### config.mk
export PLATFORM = sky130hd
export DESIGN_NAME = uart_cmd_engine
export DESIGN_NICKNAME = d
export VERILOG_FILES = /design/src/rtl/uart_cmd_engine_pkg.sv /design/src/rtl/uart_cmd_engine_resp_fifo.sv /design/src/rtl/uart_cmd_engine.sv
export SDC_FILE = /design/constraint.sdc
export NUM_CORES = 1
export LEC_CHECK = 0
export ABC_AREA = 0
export ABC_CLOCK_PERIOD_IN_PS = 2960
export CAP_MARGIN = 20
export CORE_MARGIN = 1
export CORE_UTILIZATION = 55
export CTS_BUF_LIST = sky130_fd_sc_hd__clkbuf_16
export CTS_CLUSTER_DIAMETER = 200
export DETAILED_ROUTE_END_ITERATION = 8
export GPL_ROUTABILITY_DRIVEN = 0
export HOLD_SLACK_MARGIN = 0.1
export PLACE_DENSITY = 0.91
export SLEW_MARGIN = 40
export SYNTH_ARGS = -nofsm -noshare
export SYNTH_HDL_FRONTEND = slang
export SYNTH_HIERARCHICAL = 1
export SYNTH_SLANG_ARGS = --single-unit
### constraint.sdc
create_clock -name clk -period 2.96 [get_ports clk]
set_input_delay 0.444 -clock clk [delete_from_list [all_inputs] [get_ports clk]]
set_output_delay 0.444 -clock clk [all_outputs]
set_load 0.01 [all_outputs]
### src/rtl/uart_cmd_engine_pkg.sv
// rtl/uart_cmd_engine_pkg.sv - shared types and constants for the UART command engine
package uart_cmd_engine_pkg;

  localparam int DEFAULT_DATA_W = 8;

  localparam logic [7:0] ASCII_X = 8'h58;
  localparam logic [7:0] ASCII_Q = 8'h3F;
  localparam logic [7:0] ASCII_1 = 8'h31;
  localparam logic [7:0] ASCII_2 = 8'h32;
  localparam logic [7:0] ASCII_A = 8'h41;
  localparam logic [7:0] ASCII_B = 8'h42;

  typedef enum logic [1:0] {
    TX_IDLE      = 2'd0,
    TX_START     = 2'd1,
    TX_WAIT_DONE = 2'd2,
    TX_GAP       = 2'd3
  } txState_e;

  function automatic int maxInt(input int a, input int b);
    return (a > b) ? a : b;
  endfunction

endpackage

### src/rtl/uart_cmd_engine_resp_fifo.sv
// rtl/uart_cmd_engine_resp_fifo.sv - response byte queue between decode/button paths and the TX FSM
module uart_resp_fifo #(
  parameter int DATA_W = 8,
  parameter int DEPTH  = 4
) (
  input  logic                       clk,
  input  logic                       rst_n,
  input  logic                       push,
  input  logic [DATA_W-1:0]          pushData,
  input  logic                       pop,
  output logic [DATA_W-1:0]          popData,
  output logic                       full,
  output logic                       empty,
  output logic [$clog2(DEPTH):0]     level
);

  localparam int PTR_W = $clog2(DEPTH);
  localparam int LVL_W = PTR_W + 1;

  logic [DATA_W-1:0] mem [DEPTH];
  logic [PTR_W-1:0]  wrPtr;
  logic [PTR_W-1:0]  rdPtr;
  logic              doWrite;
  logic              doRead;

  assign full    = (level == LVL_W'(DEPTH));
  assign empty   = (level == '0);
  // A pop on a full queue frees the slot being written, so both may proceed
  assign doWrite = push & (~full | pop);
  assign doRead  = pop & ~empty;
  assign popData = mem[rdPtr];

  // Storage array; contents are don't-care until written so it carries no reset
  always_ff @(posedge clk) begin
    if (doWrite) mem[wrPtr] <= pushData;
  end

  // Pointers wrap naturally because DEPTH is a power of two; level tracks occupancy exactly
  always_ff @(posedge clk or negedge rst_n) begin
    if (!rst_n) begin
      wrPtr <= '0;
      rdPtr <= '0;
      level <= '0;
    end else begin
      if (doWrite) wrPtr <= wrPtr + 1'b1;
      if (doRead)  rdPtr <= rdPtr + 1'b1;
      case ({doWrite, doRead})
        2'b10:   level <= level + 1'b1;
        2'b01:   level <= level - 1'b1;
        default: level <= level;
      endcase
    end
  end

endmodule

### src/rtl/uart_cmd_engine.sv
// rtl/uart_cmd_engine.sv - decodes UART command bytes and transmits queued responses
module uart_cmd_engine
  import uart_cmd_engine_pkg::*;
#(
  parameter int                         DATA_W         = DEFAULT_DATA_W,
  parameter int                         NUM_CMDS       = 2,
  parameter logic [NUM_CMDS*DATA_W-1:0] CMD_TABLE      = {ASCII_B, ASCII_A},
  parameter logic [NUM_CMDS*DATA_W-1:0] RESP_TABLE     = {ASCII_2, ASCII_1},
  parameter logic [DATA_W-1:0]          UNK_BYTE       = ASCII_X,
  parameter logic [DATA_W-1:0]          NAK_BYTE       = ASCII_Q,
  parameter int                         FIFO_DEPTH     = 4,
  parameter int                         GAP_CYCLES     = 16,
  parameter int                         TIMEOUT_CYCLES = 4096,
  parameter int                         ERR_W          = 8
) (
  input  logic                          clk,
  input  logic                          rst_n,
  input  logic                          rx_valid,
  input  logic [DATA_W-1:0]             rx_data,
  input  logic                          rx_parity_err,
  input  logic                          btn_valid,
  input  logic [DATA_W-1:0]             btn_data,
  input  logic                          clr_flags,
  output logic                          tx_start,
  output logic [DATA_W-1:0]             tx_data,
  input  logic                          tx_done,
  output logic [NUM_CMDS+1:0]           led,
  output logic [ERR_W-1:0]              err_count,
  output logic [$clog2(FIFO_DEPTH):0]   fifo_level,
  output logic                          overflow,
  output logic                          tx_timeout
);

  localparam int CNT_W = $clog2(maxInt(TIMEOUT_CYCLES, GAP_CYCLES) + 1);
  localparam logic [CNT_W-1:0] TIMEOUT_LIM = CNT_W'(TIMEOUT_CYCLES);
  localparam logic [CNT_W-1:0] GAP_LAST    = CNT_W'(GAP_CYCLES - 1);
  localparam txState_e AFTER_TX = (GAP_CYCLES == 0) ? TX_IDLE : TX_GAP;

  txState_e            txState;
  logic [CNT_W-1:0]    cnt;

  logic                decHit;
  logic [DATA_W-1:0]   decResp;
  logic [NUM_CMDS-1:0] decOneHot;
  logic                decErr;

  logic                pendValid;
  logic [DATA_W-1:0]   pendData;
  logic [NUM_CMDS:0]   ledBits;

  logic                pushReq;
  logic [DATA_W-1:0]   pushData;
  logic                fifoPush;
  logic                fifoPop;
  logic [DATA_W-1:0]   fifoHead;
  logic                fifoFull;
  logic                fifoEmpty;
  logic                dropEvt;

  logic [1:0]          errInc;
  logic [ERR_W:0]      errSum;
  logic [ERR_W-1:0]    errNext;

  // Table lookup: scan high-to-low so the lowest matching index wins; parity error overrides
  always_comb begin
    decHit    = 1'b0;
    decResp   = UNK_BYTE;
    decOneHot = '0;
    for (int i = NUM_CMDS - 1; i >= 0; i--) begin
      if (CMD_TABLE[i*DATA_W +: DATA_W] == rx_data) begin
        decHit       = 1'b1;
        decResp      = RESP_TABLE[i*DATA_W +: DATA_W];
        decOneHot    = '0;
        decOneHot[i] = 1'b1;
      end
    end
    if (rx_parity_err) begin
      decHit    = 1'b0;
      decResp   = NAK_BYTE;
      decOneHot = '0;
    end
  end

  assign decErr = rx_valid & ~decHit;

  // Button bytes take the single push slot; a decoded response waits behind them
  assign pushReq  = btn_valid | pendValid;
  assign pushData = btn_valid ? btn_data : pendData;
  assign fifoPop  = (txState == TX_IDLE) & ~fifoEmpty;
  assign dropEvt  = pushReq & fifoFull & ~fifoPop;
  assign fifoPush = pushReq & ~dropEvt;

  assign errInc  = {1'b0, decErr} + {1'b0, dropEvt};
  assign errSum  = {1'b0, err_count} + (ERR_W+1)'(errInc);
  assign errNext = errSum[ERR_W] ? '1 : errSum[ERR_W-1:0];

  assign led = {(txState == TX_IDLE) & fifoEmpty, ledBits};

  uart_resp_fifo #(
    .DATA_W (DATA_W),
    .DEPTH  (FIFO_DEPTH)
  ) u_fifo (
    .clk      (clk),
    .rst_n    (rst_n),
    .push     (fifoPush),
    .pushData (pushData),
    .pop      (fifoPop),
    .popData  (fifoHead),
    .full     (fifoFull),
    .empty    (fifoEmpty),
    .level    (fifo_level)
  );

  // Decode stage: latch the response and refresh the hit/error LEDs on each received byte.
  // A new byte arriving while a held response still waits replaces it; UART byte spacing
  // makes that unreachable in practice.
  always_ff @(posedge clk or negedge rst_n) begin
    if (!rst_n) begin
      pendValid <= 1'b0;
      pendData  <= '0;
      ledBits   <= '1;
    end else begin
      if (rx_valid) begin
        pendValid <= 1'b1;
        pendData  <= decResp;
        ledBits   <= {~decHit, decOneHot};
      end else if (pendValid && !btn_valid) begin
        pendValid <= 1'b0;
      end
    end
  end

  // Sticky overflow and saturating error count; clr_flags beats any same-cycle event
  always_ff @(posedge clk or negedge rst_n) begin
    if (!rst_n) begin
      err_count <= '0;
      overflow  <= 1'b0;
    end else if (clr_flags) begin
      err_count <= '0;
      overflow  <= 1'b0;
    end else begin
      err_count <= errNext;
      if (dropEvt) overflow <= 1'b1;
    end
  end

  // TX FSM: pop a byte, pulse tx_start, wait for tx_done or give up, then observe the gap
  always_ff @(posedge clk or negedge rst_n) begin
    if (!rst_n) begin
      txState    <= TX_IDLE;
      tx_start   <= 1'b0;
      tx_data    <= '0;
      cnt        <= '0;
      tx_timeout <= 1'b0;
    end else begin
      tx_start <= 1'b0;
      if (clr_flags) tx_timeout <= 1'b0;
      case (txState)
        TX_IDLE: begin
          if (!fifoEmpty) begin
            tx_data  <= fifoHead;
            tx_start <= 1'b1;
            txState  <= TX_START;
          end
        end
        TX_START: begin
          cnt     <= '0;
          txState <= TX_WAIT_DONE;
        end
        TX_WAIT_DONE: begin
          if (tx_done) begin
            cnt     <= '0;
            txState <= AFTER_TX;
          end else if (cnt == TIMEOUT_LIM) begin
            cnt     <= '0;
            txState <= AFTER_TX;
            if (!clr_flags) tx_timeout <= 1'b1;
          end else begin
            cnt <= cnt + 1'b1;
          end
        end
        TX_GAP: begin
          if (cnt == GAP_LAST) txState <= TX_IDLE;
          else                 cnt     <= cnt + 1'b1;
        end
        default: txState <= TX_IDLE;
      endcase
    end
  end

endmodule
==> results.cfg, run 1 <==
[clock_tree]
clockBufferDepth = 2
clock_latency_ps = 340
post_cts_resized = 0
cts_root_buf = clkbuf_16
cts_buffers = 9
cts-htree-levels = 3
clock_sinks = 84
cts_tree = done
cts.reportedPaths.clkPinSlew_ps = 60

[pwr]
switching_share_pct = 31.22
powerDensity_nw_per_um2 = 919.2
vdd_drop_max_v = 0.0004070
seqPwrFrac_pct = 40.2
switchingPower_mw = 1.395
p_int_mw = 3.073
p_leak_nw = 1.935
pwr-share-clk_pct = 26.4
comb_power_share_pct = 33.3

[worst_setup_path]
cp.required_ps = 3200
reg2reg_to = u_fifo/level[2]
worstPathArrival_ps = 2980
rr_worst_depth = 13
regToRegStartpoint = u_fifo/level[0]
crit_path_end_kind = flop
crit_fanout = 12
startpoint_type = flop
rrSetupSlack_ps = 220
crit_type = flop to flop

[die]
die_area_um2 = 7497
rows = 30
core-area_um2 = 6869
boundaryPins = 49
fp.dieH_um = 86.59
start_util_pct = 57.29
die_x_um = 86.59

[timing]
fin_setup_tns_ps = 0
finalCritPeriodShare_pct = 92.57
worstMarginPinSlew_ps = 666.8
fmax_mhz = 364.9
hold_viol = 0
setup_violations = 0
clock_skew_ps = 4.996
rsz0062_at_grt = false
fin_crit_ps = 2740
worst_slack_ps = 219.9
slew_headroom_pct = 55.08
slew_violations = 0

[place]
dpl.hpwl_um = 5283
place_ws_ps = 6.035
io_buffers = 48

[final_layout]
fin_util_pct = 70.77
layout-area-overhead-vs-synth_pct = 23.53
num_antenna_cells = 0
layout.nets = 395
fillers = 440
drive_gt1_share_pct = 18.46

[route]
firstDrtPassIters = 5
via_per_inst = 5.590
wl_per_cell_um = 16.94
drc = 0
drt_iter0_drc = 231
num_vias = 2566
routed_wirelength_um = 7776
ant_nets = 0

[logic_synthesis]
synth_ff_type = dfrtp_1
netlist_area_um2 = 3935
synth_cells = 302
synth_seq_cells = 84
async_reset_ff_share_pct = 61.90
synth_top_area_cell = dfrtp_1
seq_area_frac_synth_pct = 57.58
postSynthAreaPerCell_um2 = 13.03
synth.distinct_cells = 54
yosys_warnings = 6
synthTopCellsByArea = dfrtp_1 (31%), edfxtp_1 (24%), mux4_2 (4.6%)
syn-num-nets = 339
synth_edf_count = 32
yosysTopAreaCellShare_pct = 31.16

[worst_hold_path]
hold_class = flop to flop
whs_path_depth = 2
hp-start = ledBits[2]
holdPathEnd = ledBits[2]

[grt]
grt_antenna_before_repair = 0
globalRouteTotalUtil_pct = 23.49
grt_pass1_vias = 2619
grt_pass1_wl_um = 12850
grt-ovfl-total = 0
grt_max_degree = 35

[job]
max_cap_viol_count = 0

[status]
status = finished clean
cells in the mapped netlist (2+ instances only):
master    number
dfrtp_1       49
edfxtp_1      32
inv_1         22
nor2_1        21
a21oi_1       14
mux2_2        14
o21ai_0       13
ha_1          12
nand2_1       11
nand3_1       10
xnor2_1        9
mux4_2         8
xor2_1         8
nor2b_1        7
and2_2         4
clkbuf_1       4
nor3_1         4
nor4_1         4
and3_1         3
buf_2          3
dfstp_2        3
nand4_1        3
or3_1          3
a31o_2         2
a41oi_1        2
buf_1          2
fa_1           2
mux2_4         2
mux2i_1        2
nand2b_1       2
nor3b_1        2
nor4_4         2
or2_2          2
registers in the layout, indices dropped and copies added (netlist names):
| signal | flops |
|---|---|
| cnt | 13 |
| err_count | 8 |
| ledBits | 3 |
| overflow | 1 |
| pendData | 7 |
| pendValid | 1 |
| txState | 2 |
| tx_data | 8 |
| tx_start | 1 |
| tx_timeout | 1 |
| u_fifo/level | 3 |
| u_fifo/mem | 32 |
| u_fifo/rdPtr | 2 |
| u_fifo/wrPtr | 2 |
cell type report:
type	count	area, µm²	area share [%]
flip-flops and latches	84	2266	46.62
clock inverters	7	92.59	1.905
well taps	96	120.1	2.471
multi-input cells	187	1549	31.87
repair buffers	54	525.5	10.81
inverters	22	82.58	1.699
clock buffers	9	225.2	4.633
how the worst max path moves through the flow:
stage,from,to,slack (ps)
2_1_floorplan,txState[0],u_fifo/level[2],470
3_3_place_gp,rx_data[1],err_count[1],100
3_5_place_dp,rx_data[1],err_count[0],6
4_1_cts,u_fifo/level[0],u_fifo/level[2],220
5_1_grt,u_fifo/level[0],u_fifo/level[2],50
6_report,u_fifo/level[0],u_fifo/level[2],220
through the flow:
| stage | instance area, µm² | instances | total power, mW | hold slack, ps |
|---|---|---|---|---|
| after floorplan | 3935 | 302 | 2.746 | 148.4 |
| after global placement | 4531 | 442 | 3.186 | 460.3 |
| after detailed placement | 4531 | 442 | 3.277 | 462.2 |
| after CTS | 4848 | 458 | 4.481 | 201.5 |
| after global routing | 4861 | 459 | 4.687 | 506.9 |
| final | 4861 | 459 | 4.468 | 471.3 |
logic make-up (layout without fill, tap and decap cells):
family / count (synthesis) / count (layout) / share of synthesized area [%]
buffers and inverters: 31 / 92 / 3.052
AND/OR/NAND/NOR: 87 / 87 / 13.20
multiplexers: 26 / 26 / 9.857
adder cells (fa/ha/maj): 14 / 14 / 4.833
flip-flops: 84 / 84 / 57.58
AO/OA/AOI/OAI: 43 / 43 / 7.695
XOR/XNOR: 17 / 17 / 3.784
power groups by stage:
| stage | Sequential [mW] | Clock (mW) | Combinational (mW) |
|---|---|---|---|
| after floorplan | 1.75 | 0 | 0.991 |
| after global placement | 1.79 | 0 | 1.39 |
| after detailed placement | 1.81 | 0 | 1.47 |
| after CTS | 1.80 | 1.19 | 1.49 |
| after global routing | 1.84 | 1.23 | 1.62 |
| final | 1.80 | 1.18 | 1.49 |
layout by cell type (no fill, tap or decap), types with 3 or more instances in the layout:
master,count
nor3_1,4
nand4_1,3
clkbuf_16,9
edfxtp_1,32
mux4_2,8
nand3_1,10
and3_1,3
nor2b_1,7
or3_1,3
dfrtp_1,49
mux2_2,14
nand2_1,11
nor4_1,4
xnor2_1,9
buf_4,6
xor2_1,8
ha_1,12
clkdlybuf4s50_1,47
nor2_1,21
and2_2,4
o21ai_0,13
a21oi_1,14
inv_1,23
dfstp_2,3
per-layer routing:
metal | GRT usage (%) | part of all wire, % | up-vias
met1 | 28.45 | 42 | 1283
met5 | 0 | 0 | -
met3 | 6.381 | 5.0 | 15
met4 | 9.091 | 1.9 | 0
li1 | - | - | 1189
met2 | 40.26 | 51 | 79
worst max-delay path: stages (launching register included):
cell and delay [ps]:
dfrtp_1 440, nor3_1 350, nor2b_1 120, buf_4 220, inv_1 70, a21oi_1 70
o21a_4 150, inv_1 70, ha_1 170, inv_1 60, fa_1 370, xor2_1 160
nor2_1 150, xor2_1 240
repair_timing:
action	in CTS	in global routing
setup buffers	0	0
hold buffers	0	1
endpoints found under the hold margin	0	33
Note: power is estimated with default switching activity, not from simulation.
==> run 2, diff against run 1 <==
--- a/config.mk
+++ b/config.mk
@@ -16,7 +16,7 @@
 export GPL_ROUTABILITY_DRIVEN = 0
 export HOLD_SLACK_MARGIN = 0.1
 export PLACE_DENSITY = 0.91
-export SLEW_MARGIN = 40
+export SLEW_MARGIN = 20
 export SYNTH_ARGS = -nofsm -noshare
 export SYNTH_HDL_FRONTEND = slang
 export SYNTH_HIERARCHICAL = 1
==> run 2 against run 1 <==
Sequential cell count unchanged. Non-clock buffer count down 1. First-iteration DRC count up 6.9%. Core utilization down 0.18 points. Worst hold slack worse by 290 ps. Sequential power about the same. Combinational power about the same. Clock skew down 1.4 ps. Global-route usage unchanged. Die area unchanged. Register-to-register slack about the same.
==> results.cfg, run 2 (synthesized netlist as in run 1, its figures left out) <==
[timing]
fmax_mhz = 364.9
fin_crit_ps = 2741
fin_setup_tns_ps = 0
finalCritPeriodShare_pct = 92.59
hold_slack_ps = 180.9
worst_slack_ps = 219.4
clock_skew_ps = 3.561
rsz0062_at_grt = false
hold_viol = 0
slew_violations = 0
slew_headroom_pct = 49.10
worstMarginPinSlew_ps = 763.4
setup_violations = 0

[worst_setup_path]
crit_top_cell = inv_1
cp.required_ps = 3200
reg2reg_to = u_fifo/level[2]
crit_path_end_kind = flop
slowest_stage = dfrtp_1
worstPathArrival_ps = 2980
crit_type = flop to flop
regToRegStartpoint = u_fifo/level[0]
rrSetupSlack_ps = 220
startpoint_type = flop
critPathMaxStageDelay_ps = 440
path_buf_inv = 4
crit_fanout = 12
path_cells = nor3_1 -> nor2b_1 -> buf_4 -> inv_1 -> a21oi_1 -> o21a_4 -> inv_1 -> ha_1 -> inv_1 -> fa_1 -> xor2_1 -> nor2_1 -> xor2_1
critPathTopFamily = simple AND/OR/NAND/NOR gates
rr_worst_depth = 13

[final_layout]
layout_commonest_cell = dfrtp_1
fillers = 439
top_register = u_fifo/mem
reg_top3 = u_fifo/mem (32), cnt (13)
layout-area-overhead-vs-synth_pct = 23.21
num_antenna_cells = 0
drive_gt1_share_pct = 18.51
final_cell_mix = dfrtp_1 (49), clkdlybuf4s50_1 (47), edfxtp_1 (32)
layout.nets = 394
largest_reg_flops = 32
fin_util_pct = 70.58

[worst_hold_path]
hold_class = input port to async pin

[die]
start_util_pct = 57.29
fp.dieH_um = 86.59
die_x_um = 86.59
die_area_um2 = 7497
rows = 30
core-area_um2 = 6869
boundaryPins = 49

[grt]
grt_pass1_vias = 2619
globalRouteTotalUtil_pct = 23.49
grt_pass1_wl_um = 12850
grt-ovfl-total = 0
grt_max_degree = 35
grt_antenna_before_repair = 0

[route]
via_per_inst = 5.638
ant_nets = 0
drt_iter0_drc = 247
routed_wirelength_um = 7756
num_vias = 2582
firstDrtPassIters = 5
wl_per_cell_um = 16.93
drc = 0

[clock_tree]
hold_buffers = 0
clockBufferDepth = 2
cts.reportedPaths.clkPinSlew_ps = 60
clock_sinks = 84
post_cts_buffers = 0
cts_root_buf = clkbuf_16
cts-htree-levels = 3
clock_latency_ps = 340
cts_tree = done
post_cts_resized = 0
cts_buffers = 9

[pwr]
powerDensity_nw_per_um2 = 920.2
p_leak_nw = 1.930
finalPower_mw = 4.462
vdd_drop_max_v = 0.0004056

[place]
io_buffers = 48
dpl.hpwl_um = 5283
place_ws_ps = 6.035

[job]
max_cap_viol_count = 0

[status]
status = finished clean
==> run 2: cell count changes in the layout (fill, tap and decap cells not counted), sizes merged <==
cell	change
dlygate4sd3	-1
==> run 2: per-layer routing <==
| metal | routed length, µm | part of all wire (%) | vias up | GRT usage (%) |
|---|---|---|---|---|
| met5 | 0 | 0 | - | 0 |
| met4 | 147 | 1.9 | 0 | 9.091 |
| met3 | 394 | 5.1 | 15 | 6.381 |
| met2 | 4018 | 52 | 84 | 40.26 |
| met1 | 3196 | 41 | 1295 | 28.45 |
| li1 | - | - | 1188 | - |
==> run 2: how the worst max path moves through the flow <==
| stage | from | endpoint | slack, ps | depth (start not counted) |
|---|---|---|---|---|
| 4_1_cts | u_fifo/level[0] | u_fifo/level[2] | 220 | 13 |
| 3_3_place_gp | rx_data[1] | err_count[1] | 100 | 10 |
| 2_1_floorplan | txState[0] | u_fifo/level[2] | 470 | 15 |
| 3_5_place_dp | rx_data[1] | err_count[0] | 6 | 10 |
| 5_1_grt | u_fifo/level[0] | u_fifo/level[2] | 50 | 13 |
| 6_report | u_fifo/level[0] | u_fifo/level[2] | 220 | 13 |
==> run 2: layout make-up <==
class	count	area, µm²	area share [%]
multi-input combinational	187	1549	31.95
timing repair buffer	53	513.0	10.58
inverter	22	82.58	1.703
sequential	84	2266	46.74
clock inverter	7	92.59	1.910
tap	96	120.1	2.477
clock buffer	9	225.2	4.645
==> run 2: power by group <==
group	internal, mW	switching (mW)
clock	0.735	0.443
combinational	0.773	0.714
sequential	1.56	0.233
total	3.07	1.39
==> run 2: through the flow <==
step | std cells | area, µm²
3_5_place_dp | 442 | 4531
4_1_cts | 458 | 4848
6_report | 458 | 4848
5_1_grt | 458 | 4848
3_3_place_gp | 442 | 4531
2_1_floorplan | 302 | 3935
==> run 3, diff against run 2 <==
--- a/config.mk
+++ b/config.mk
@@ -9,13 +9,13 @@
 export ABC_CLOCK_PERIOD_IN_PS = 2960
 export CAP_MARGIN = 20
 export CORE_MARGIN = 1
-export CORE_UTILIZATION = 55
+export CORE_UTILIZATION = 38
 export CTS_BUF_LIST = sky130_fd_sc_hd__clkbuf_16
 export CTS_CLUSTER_DIAMETER = 200
 export DETAILED_ROUTE_END_ITERATION = 8
 export GPL_ROUTABILITY_DRIVEN = 0
 export HOLD_SLACK_MARGIN = 0.1
-export PLACE_DENSITY = 0.91
+export PLACE_DENSITY = 0.7
 export SLEW_MARGIN = 20
 export SYNTH_ARGS = -nofsm -noshare
 export SYNTH_HDL_FRONTEND = slang
==> run 3 against run 2 <==
Cell count up 9.0%. Clock skew grew 0.73 ps. Wire length down 6.7%. Register-to-register slack improved by 140 ps. Worst hold slack improved by 280 ps. Non-clock buffer count grew 4. Worst setup slack better by 140 ps. Clock-buffer cell count unchanged. Sequential cell count unchanged. Combinational power is 4% lower. Power shrank 5.0%. Global-route usage down 8.6 points. Critical path type unchanged. Critical endpoint unchanged. Largest power group unchanged.
==> results.cfg, run 3 (synthesized netlist as in run 1, its figures left out) <==
[die]
die_area_um2 = 10770
start_util_pct = 39.71
core-area_um2 = 9910
boundaryPins = 49
fp.dieH_um = 103.8
die_x_um = 103.8
rows = 36

[final_layout]
stdcell_area_um2 = 4880
layout_commonest_cell = dfrtp_1
fin_util_pct = 49.24
final_cell_mix = dfrtp_1 (49), clkdlybuf4s50_1 (47), edfxtp_1 (32)
reg_top3 = u_fifo/mem (32), cnt (13)
layout.nets = 398
drive_gt1_share_pct = 18.85
top_register = u_fifo/mem
num_antenna_cells = 0
largest_reg_flops = 32
layout-area-overhead-vs-synth_pct = 24.01

[grt]
met2_usage_pct = 23.97
globalRouteTotalUtil_pct = 14.90
grt_max_degree = 35
grt_pass1_vias = 2569
use_met3_pct = 3.713
grt_pass1_wl_um = 12490
grt-ovfl-total = 0
gr-usage-met1_pct = 18.93
grt_antenna_before_repair = 0
grt-busiest-layer = met2

[clock_tree]
cts_tree = done
clock_sinks = 84
clock_latency_ps = 330
clockBufferDepth = 2
cts_root_buf = clkbuf_16
cts_buffers = 9
cts.reportedPaths.clkPinSlew_ps = 60
post_cts_buffers = 0
cts-htree-levels = 3

[pwr]
powerDensity_nw_per_um2 = 868.3
finalPower_mw = 4.237
p_leak_nw = 1.932
vdd_drop_max_v = 0.0004183

[route]
num_vias = 2499
firstDrtPassIters = 4
ant_nets = 0
via_per_inst = 5.008
drt_iter0_drc = 130
routed_wirelength_um = 7233
drc = 0
wl_per_cell_um = 14.49

[timing]
hold_slack_ps = 465.9
rsz0062_at_grt = false
setup_violations = 0
fmax_mhz = 384.4
slew_headroom_pct = 61.45
fin_setup_tns_ps = 0
slew_violations = 0
clock_skew_ps = 4.288
finalCritPeriodShare_pct = 87.88
fin_crit_ps = 2601
worstMarginPinSlew_ps = 572.2
hold_viol = 0

[worst_setup_path]
crit_top_cell = inv_1
regToRegStartpoint = u_fifo/level[0]
path_buf_inv = 4
rrSetupSlack_ps = 360
critPathTopFamily = simple AND/OR/NAND/NOR gates
worstPathArrival_ps = 2860
slowest_stage = dfrtp_1
crit_path_end_kind = flop
path_cells = nor3_1 -> nor2b_1 -> buf_4 -> inv_1 -> a21oi_1 -> o21a_4 -> inv_1 -> ha_1 -> inv_1 -> fa_1 -> xor2_1 -> nor2_1 -> xor2_1
cp-startpoint = u_fifo/level[0]
cp.required_ps = 3220
crit_end = u_fifo/level[2]
rr_worst_depth = 13
crit_fanout = 12
critPathMaxStageDelay_ps = 460
crit_type = flop to flop
cp.depth = 13
reg2reg_to = u_fifo/level[2]
startpoint_type = flop

[place]
io_buffers = 48
dpl_cell_area_um2 = 4599
dpl.hpwl_um = 5170

[job]
max_cap_viol_count = 0

[status]
status = finished clean

[worst_hold_path]
hold_class = flop to flop
whs_path_depth = 1
run 3: cell count changes in the layout (fill, tap and decap cells not counted), sizes merged:
cell,previous run,this run
clkinv,3,2
buf,6,9
inv,23,26
dlygate4sd3,0,1
bufinv,2,0
run 3: metal layers:
layer	wire (µm)	vias to the layer above
met3	280	10
met4	126	0
met1	3377	1240
li1	-	1203
met2	3448	46
met5	0	-
run 3: power breakdown:
group / switching, mW / internal [mW]
logic: 0.655 / 0.778
registers: 0.228 / 1.56
clock network: 0.447 / 0.566
run 3: cell type report:
type	instances	area, µm²
fill	900	5030
sequential	84	2266
multi-input combinational	187	1549
timing repair buffer	57	545.5
clock buffer	9	225.2
tap	133	166.4
inverter	22	82.58
clock inverter	7	45.04
run 3: what timing repair did:
action	4_1_cts	5_1_grt
hold buffers	1	0
resized for setup	0	0
endpoints found under the hold margin	18	0
run 3: metrics by stage:
step | cells | setup WS (ps)
detailed placement | 482 | 75.09
global route | 499 | 146.3
CTS | 499 | 323.8
floorplan | 302 | 465.2
finish | 499 | 358.7
global placement | 482 | 102.3
run 3: worst min-delay path by stage:
| stage | start | endpoint | slack, ps |
|---|---|---|---|
| detailed placement | rst_n | txState[1] | 410 |
| CTS | pendData[4] | pendData[4] | 470 |
| finish | pendData[4] | pendData[4] | 470 |
| global placement | rst_n | txState[1] | 410 |
| global route | pendData[4] | pendData[4] | 490 |
| floorplan | rst_n | cnt[0] | 150 |
